$ cat src/rtl/shift_req_scheduler.sv
// Round-robin scheduler sharing one external barrel shifter among NUM_REQ requesters,
// splitting long shifts into passes of at most 2^SHIFT_BITS-1. Optional: SHIFT_SAT_EN.
module shift_req_scheduler #(
   parameter int WIDTH      = 8,
   parameter int SHIFT_BITS = 3,
   parameter int NUM_REQ    = 4,
   parameter int AMT_BITS   = 5,
   parameter int ID_BITS    = 2
) (
   input  logic                         clk,
   input  logic                         rst,
   input  logic [NUM_REQ-1:0]           req_valid,
   output logic [NUM_REQ-1:0]           req_ready,
   input  logic [NUM_REQ*WIDTH-1:0]     req_data,
   input  logic [NUM_REQ*AMT_BITS-1:0]  req_amt,
   input  logic [NUM_REQ-1:0]           req_dir,
   output logic                         rsp_valid,
   input  logic                         rsp_ready,
   output logic [WIDTH-1:0]             rsp_data,
   output logic [ID_BITS-1:0]           rsp_id,
`ifdef SHIFT_SAT_EN
   output logic                         rsp_ovf,
`endif
   output logic [WIDTH-1:0]             sh_data_in,
   output logic [SHIFT_BITS-1:0]        sh_amount,
   output logic                         sh_dir,
   input  logic [WIDTH-1:0]             sh_data_out
);

   localparam int MAX_STEP = (1 << SHIFT_BITS) - 1;
   localparam int REM_BITS = $clog2(WIDTH + 1);
   localparam int CMP_A    = (AMT_BITS > REM_BITS) ? AMT_BITS : REM_BITS;
   localparam int CMP_BITS = (CMP_A > SHIFT_BITS) ? CMP_A : SHIFT_BITS;

   typedef enum logic [1:0] {IDLE, SHIFT, RESP} state_t;

   state_t                state, state_next;
   logic [WIDTH-1:0]      acc;
   logic                  dir_q;
   logic [ID_BITS-1:0]    id_q;
   logic [ID_BITS-1:0]    last_grant;
   logic [REM_BITS-1:0]   rem;

   logic                  grant_found;
   logic [ID_BITS-1:0]    grant_idx;
   logic [ID_BITS-1:0]    cand;
   logic                  accept;
   logic [WIDTH-1:0]      sel_data;
   logic [AMT_BITS-1:0]   sel_amt;
   logic                  sel_dir;
   logic [REM_BITS-1:0]   amt_clamped;
   logic [SHIFT_BITS-1:0] step;
   logic [REM_BITS-1:0]   rem_after;
   logic [WIDTH-1:0]      result;

   // Round-robin search starting just after the previous winner.
   // NOTE: every variable written in an always_comb gets a default first so no latch is inferred.
   always_comb begin
      grant_found = 1'b0;
      grant_idx   = '0;
      cand        = '0;
      for (int k = 1; k <= NUM_REQ; k++) begin
         cand = ID_BITS'((int'(last_grant) + k) % NUM_REQ);
         if (!grant_found && req_valid[cand]) begin
            grant_found = 1'b1;
            grant_idx   = cand;
         end
      end
   end

   assign accept      = (state == IDLE) && grant_found && !rst;
   assign sel_data    = req_data[int'(grant_idx)*WIDTH +: WIDTH];
   assign sel_amt     = req_amt[int'(grant_idx)*AMT_BITS +: AMT_BITS];
   assign sel_dir     = req_dir[grant_idx];
   assign amt_clamped = (CMP_BITS'(sel_amt) >= CMP_BITS'(WIDTH)) ? REM_BITS'(WIDTH)
                                                                  : REM_BITS'(sel_amt);
   assign step        = (CMP_BITS'(rem) > CMP_BITS'(MAX_STEP)) ? SHIFT_BITS'(MAX_STEP)
                                                               : SHIFT_BITS'(rem);
   assign rem_after   = rem - REM_BITS'(step);

   always_comb begin
      state_next = state;
      req_ready  = '0;
      rsp_valid  = 1'b0;
      sh_amount  = '0;
      sh_dir     = 1'b0;
      case (state)
         IDLE: begin
            if (accept) begin
               req_ready[grant_idx] = 1'b1;
               state_next = (amt_clamped == '0) ? RESP : SHIFT;
            end
         end
         SHIFT: begin
            sh_amount = step;
            sh_dir    = dir_q;
            if (rem_after == '0) state_next = RESP;
         end
         RESP: begin
            rsp_valid = 1'b1;
            if (rsp_ready) state_next = IDLE;
         end
         default: state_next = IDLE;
      endcase
   end

   // NOTE: sequential state uses non-blocking assignments so every register samples pre-edge values.
   always_ff @(posedge clk) begin
      if (rst) state <= IDLE;
      else     state <= state_next;
   end

`ifdef SHIFT_SAT_EN
   localparam logic [WIDTH-1:0] SAT_POS = {1'b0, {(WIDTH-1){1'b1}}};
   localparam logic [WIDTH-1:0] SAT_NEG = {1'b1, {(WIDTH-1){1'b0}}};

   logic             ovf_q;
   logic             sign_q;
   logic [WIDTH-1:0] back_shift;

   // Shifting the pass result back must reproduce the pass input, else bits or sign were lost.
   assign back_shift = $signed(sh_data_out) >>> step;
   assign result     = ovf_q ? (sign_q ? SAT_NEG : SAT_POS) : acc;
   assign rsp_ovf    = rsp_valid & ovf_q;
`else
   assign result     = acc;
`endif

   // NOTE: only control/datapath registers are reset here; there is no storage array to clear.
   always_ff @(posedge clk) begin
      if (rst) begin
         acc        <= '0;
         dir_q      <= 1'b0;
         id_q       <= '0;
         last_grant <= ID_BITS'(NUM_REQ - 1);
         rem        <= '0;
`ifdef SHIFT_SAT_EN
         ovf_q      <= 1'b0;
         sign_q     <= 1'b0;
`endif
      end else if (accept) begin
         acc        <= sel_data;
         dir_q      <= sel_dir;
         id_q       <= grant_idx;
         last_grant <= grant_idx;
         rem        <= amt_clamped;
`ifdef SHIFT_SAT_EN
         ovf_q      <= 1'b0;
         sign_q     <= sel_data[WIDTH-1];
`endif
      end else if (state == SHIFT) begin
         acc <= sh_data_out;
         rem <= rem_after;
`ifdef SHIFT_SAT_EN
         if (!dir_q && (back_shift != acc)) ovf_q <= 1'b1;
`endif
      end
   end

   assign sh_data_in = acc;
   assign rsp_data   = rsp_valid ? result : '0;
   assign rsp_id     = rsp_valid ? id_q : '0;

endmodule
$ cat config.mk
export PLATFORM = sky130hd
export DESIGN_NAME = shift_req_scheduler
export DESIGN_NICKNAME = d
export VERILOG_FILES = /design/src/rtl/shift_req_scheduler.sv
export SDC_FILE = /design/constraint.sdc
export NUM_CORES = 1
export LEC_CHECK = 0
export ABC_AREA = 0
export CAP_MARGIN = 10
export CELL_PAD_IN_SITES_DETAIL_PLACEMENT = 1
export CELL_PAD_IN_SITES_GLOBAL_PLACEMENT = 2
export CORE_UTILIZATION = 20
export DETAILED_ROUTE_END_ITERATION = 12
export HOLD_SLACK_MARGIN = 0.02
export PLACE_DENSITY = 0.89
export SLEW_MARGIN = 20
export SYNTH_ARGS = -nofsm -noshare
export SYNTH_HDL_FRONTEND = slang
export SYNTH_SLANG_ARGS = --single-unit
$ cat constraint.sdc
create_clock -name clk -period 2.39 [get_ports clk]
set_input_delay 0.478 -clock clk [delete_from_list [all_inputs] [get_ports clk]]
set_output_delay 0.478 -clock clk [all_outputs]
set_load 0.03 [all_outputs]
# Yosys cells after proc, flatten, opt, wreduce, memory -nomap -nowiden
# Index checks and enable logic that the tools add are counted.
dict set report word_totals {
  register_bits 19
  output_inout_bits 27
  wordCells 80
}
dict set report op_classes {
  n_addsub 5
  mul 1
  n_lt_le_gt_ge 8
  eq_ne 5
  shift 2
  muxes 38
  reduce_logical 15
}
# operator n
set ops {}
lappend ops {{$shiftx 32x6->8} 1}
lappend ops {{$mux 8} 3}
lappend ops {{$mux 4} 5}
lappend ops {{$shiftx 20x6->5} 1}
lappend ops {{$mux 2} 9}
lappend ops {{$lt 2x3->1 const B} 5}
lappend ops {{$mux 1} 12}
lappend ops {{$bmux 1 s2} 5}
lappend ops {{$logic_not 4->1} 2}
lappend ops {{$logic_and 1x1->1} 6}
lappend ops {{$mux 3} 2}
lappend ops {{$ne 2x2->1 const B} 3}
lappend ops {{$pmux 2 s3} 1}
lappend ops {{$ge 5x4->1 const B} 1}
lappend ops {{$mul 2x3->5 const B} 1}
lappend ops {{$add 2x1->2 const B} 2}
lappend ops {{$add 2x2->2 const B} 2}
lappend ops {{$gt 4x3->1 const B} 1}
lappend ops {{$logic_not 1->1} 4}
lappend ops {{$sub 4x3->4} 1}
lappend ops {{$reduce_and 3->1} 1}
lappend ops {{$demux 1 s2} 1}
lappend ops {{$eq 2x1->1 const B} 1}
lappend ops {{$eq 2x2->1 const B} 1}
lappend ops {{3 further kinds} 3}

# Depth between registers and ports, before layout
dict set report logic_depth {
  word_depth 21
  mapped_depth 9
  mapped_depth_nobuf 6
}

# Worst setup path after synthesis
# No wires, ideal clock.
dict set report synth_timing {
  path_type {input-to-output}
  start {input req_valid[3]}
  end {output req_ready[0]}
  arrival_ps 1948
  path_slack_ps -36
  path_stages 5
  path_cell_list {and2_1 > o22ai_2 > nor2_8 > buf_12 > nor3_1}
}
dict set report synth_via {
  elab_chain_len 18
  word_cells_on_any_way 31
}
# element line_no
set synth_rtl {}
lappend synth_rtl {{start: declaration} 12} ;# input logic [NUM_REQ-1:0] req_valid,
lappend synth_rtl {{$bmux 1 s2} 64} ;# if (!grant_found && req_valid[cand]) begin
lappend synth_rtl {{$mux 1 (not written as such)} 64}
lappend synth_rtl {{$mux 1} 64}
lappend synth_rtl {{$logic_not 1->1} 64}
lappend synth_rtl {{$logic_and 1x1->1} 64}
lappend synth_rtl {{$mux 1} 64}
lappend synth_rtl {{$logic_not 1->1} 64}
lappend synth_rtl {{$logic_and 1x1->1} 64}
lappend synth_rtl {{(+2 left out)} --}
lappend synth_rtl {{$logic_and 1x1->1} 64}
lappend synth_rtl {{$mux 2} 64}
lappend synth_rtl {{$lt 2x3->1 (not written as such) / $ge 2x1->1 (equally long branches)} 90} ;# req_ready[grant_idx] = 1'b1;
lappend synth_rtl {{$logic_and 1x1->1 (not written as such)} 90}
lappend synth_rtl {{$mux 1 (not written as such)} 90}
lappend synth_rtl {{$demux 1 s2} 90}
lappend synth_rtl {{$mux 4 (*)} 89} ;# if (accept) begin
lappend synth_rtl {{$mux 4 (*)} 87} ;# case (state)
lappend synth_rtl {{end: declaration} 13} ;# output logic [NUM_REQ-1:0] req_ready,
# Every way passes the cells marked *; elsewhere a longest branch is shown, timed or not. The select of a mux whose other input is x is not followed.

# Final worst setup path
dict set report layout_timing {
  start {input req_valid[0]}
  end {output req_ready[2]}
}
# Same word-level chain as after synthesis.

==> out/results.ini <==
[outcome]
outcome = completed

[synthesis]
synth_area_mm2 = 0.00173
ys.flop_type = dfxtp_1
syn_avg_cell_area_um2 = 8.26
async_reset_ff_share_pct = 0
ys_ff_latch = 19
ys_seq_area_share_pct = 22.0
synth_edf_count = 0
synthDistinctLibCells = 53
synthCells = 209
yosysWarnings = 0
synth_nets = 281

[floorplanning]
die_w_um = 94.9
num_rows = 33
die_area_mm2 = 0.00900
die_y_um = 94.9
coreArea_mm2 = 0.00830
io_pins = 98
start_util_pct = 20.8

[clock_tree]
clk_latency_ns = 0.26
cts_buffers = 3
cts.sinks = 19
cts-root-buf = clkbuf_8
clk_pin_slew_ns = 0.08
h-tree-depth = 1
cts_tree = yes
ctsHoldBuffers = 0
clk_path_buf_depth = 2

[setup_path]
worstPathMaxFanout = 7
end_kind = output port
cp_slowest_cell = dlygate4sd2_1
max_stage_delay_ns = 0.27
path_cells = dlygate4sd2_1 -> o211a_1 -> or2_0 -> buf_6 -> nor2_8 -> nand2_4 -> nor2_2 -> buf_6
crit_family = simple AND/OR/NAND/NOR gates
crit_cells = 8
worst_r2r_path_depth = 8
cp_data_required_time_ns = 1.91
critical_path_class = input port to output port
crit_buf_inv = 3
critical_path_arrival_ns = 1.86
setup.worst_path.start_class = input port
cpMostUsedCell = buf_6

[placement]
place_congestion = 0.779
dpl.hpwl_mm = 5.84
placedCellCount = 439
io_buffer_count = 97
dpl_cell_area_mm2 = 0.00307

[timing]
worstMarginPinSlew_ns = 0.392
fmax_ghz = 0.427
rsz0062_at_grt = true
holdWs_ns = 0.465
slew_violations = 0
finalClockSkew_ns = 0.00521
final_hold_viol_count = 0
setup_viol = 0
finalCriticalPeriod_ns = 2.34
fin_crit_sh_pct = 97.9
max-slew-margin-rel_pct = 73.8

[power_and_ir_drop]
power-per-cell-area_mw_per_mm2 = 1060
p_leak_nw = 1.30
ir_drop_mv = 0.297
p_total_mw = 3.38

[cells_and_area]
drive_above_1_share_pct = 29.1
layout_common_cells = 78 x clkdlybuf4s50_1, 54 x buf_4, 25 x nand2_1
syn_to_final_growth_pct = 84.6
final_cells = 445
diodes = 0
final_common_cell = clkdlybuf4s50_1
fin_nets = 413
fin_area_mm2 = 0.00319

[routing]
routed_via_density = 4.72
final_antenna_net_count = 0
drc = 0
dr.pass1.iters = 6
routed_wl_mm = 7.19
routedWlPerCell_um = 16.1
drtIter0Drc = 68
via_count = 2101

[global_routing]
grt_usage_pct = 16.0
grt_max_degree = 20
grt_first_pass_wirelength_mm = 11.1
antenna_found_initial = 0
grt_overflow = 0
grt_pass1_vias = 2302

[worst_hold_path]
hold_path_class = flop to flop
whs_path_depth = 2

[job]
max_cap_viol_count = 0

area by class of cell:
type,count,area [um^2]
fill,969,5110
multi-input combinational,175,1320
timing repair buffer,141,1300
sequential,19,382
tap,105,131
clock buffer,3,41.3
clock inverter,1,5.00
inverter,1,3.75
what timing repair did:
item,4_1_cts,5_1_grt
setup buffers,2,0
resized for setup,15,7
pin swaps,4,1
cloned,0,0
endpoints found under the setup margin,9,6
power breakdown:
group          switching, mW  total (mW)  internal [mW]  leakage [nW]
Clock                  0.117       0.233          0.116        0.0255
Combinational           1.31        2.50           1.20          1.12
Sequential             0.171       0.644          0.473         0.158
Total                   1.59        3.38           1.78          1.30
cell families after synthesis:
kind of cell	Yosys count	share of synthesized area, %
simple gates	90	28.1
compound gates	60	28.9
mux	24	15.4
flops	19	22.0
buf+inv	15	4.93
fa+ha+maj	1	0.725
path summary, 6_finish.rpt:
| kind | slack (ns) | start | end |
|---|---|---|---|
| setup / recovery | 0.05 | req_valid[0] | req_ready[2] |
| setup reg to reg | 0.21 | last_grant[1] | sh_data_in[0] |
| hold reg to reg | 0.46 | dir_q | dir_q |
| hold / removal | 0.46 | dir_q | dir_q |
synth_stat cells (3+ instances only):
library cell	number	area (um^2)
nand2_1	26	97.6
dfxtp_1	19	380
nor2_1	19	71.3
mux2i_1	16	160
and2_1	12	75.1
a21oi_1	10	50.1
and3_1	8	50.1
clkbuf_1	8	30.0
nand2b_1	6	37.5
o21ai_0	6	30.0
a211oi_2	5	62.6
a211oi_1	4	30.0
buf_2	4	20.0
mux2_2	4	45.0
mux2_4	4	60.1
nor3_1	4	20.0
a21boi_0	3	22.5
a22oi_1	3	22.5
nor2b_1	3	18.8
o21bai_1	3	22.5
worst reg2reg max path, delay by kind of cell (launching register included):
family	cells	cell delay, ns
and+or+nand+nor	1	0.19
DFF	1	0.41
muxes	2	0.65
buffers and inverters	2	0.39
AOI/OAI and AO/OA	3	0.40
metal layers:
metal | GRT usage [%] | vias up | part of all wire (%) | routed length, um
li1 | - | 1038 | - | -
met1 | 18.9 | 982 | 44 | 3130
met2 | 29.2 | 71 | 48 | 3430
met3 | 3.78 | 10 | 7.4 | 534
met4 | 2.90 | 0 | 1.3 | 91
met5 | 0 | - | 0 | 0
through the flow:
stage               TNS (ns)  utilization (%)  worst slack (ns)
floorplan            -0.0719                -           -0.0359
global placement       -4.35             37.0            -0.315
detailed placement     -5.12             37.0            -0.391
CTS                        0             38.2            0.0122
global route         -0.0987             38.4           -0.0386
finish                     0             38.4            0.0496
flip-flops by register name, indices dropped and copies added (netlist names):
name and flops:
sh_data_in 8, dir_q 1, last_grant 2, id_q 2, rem 4, state 2
Power figures use the tool's default switching activity.
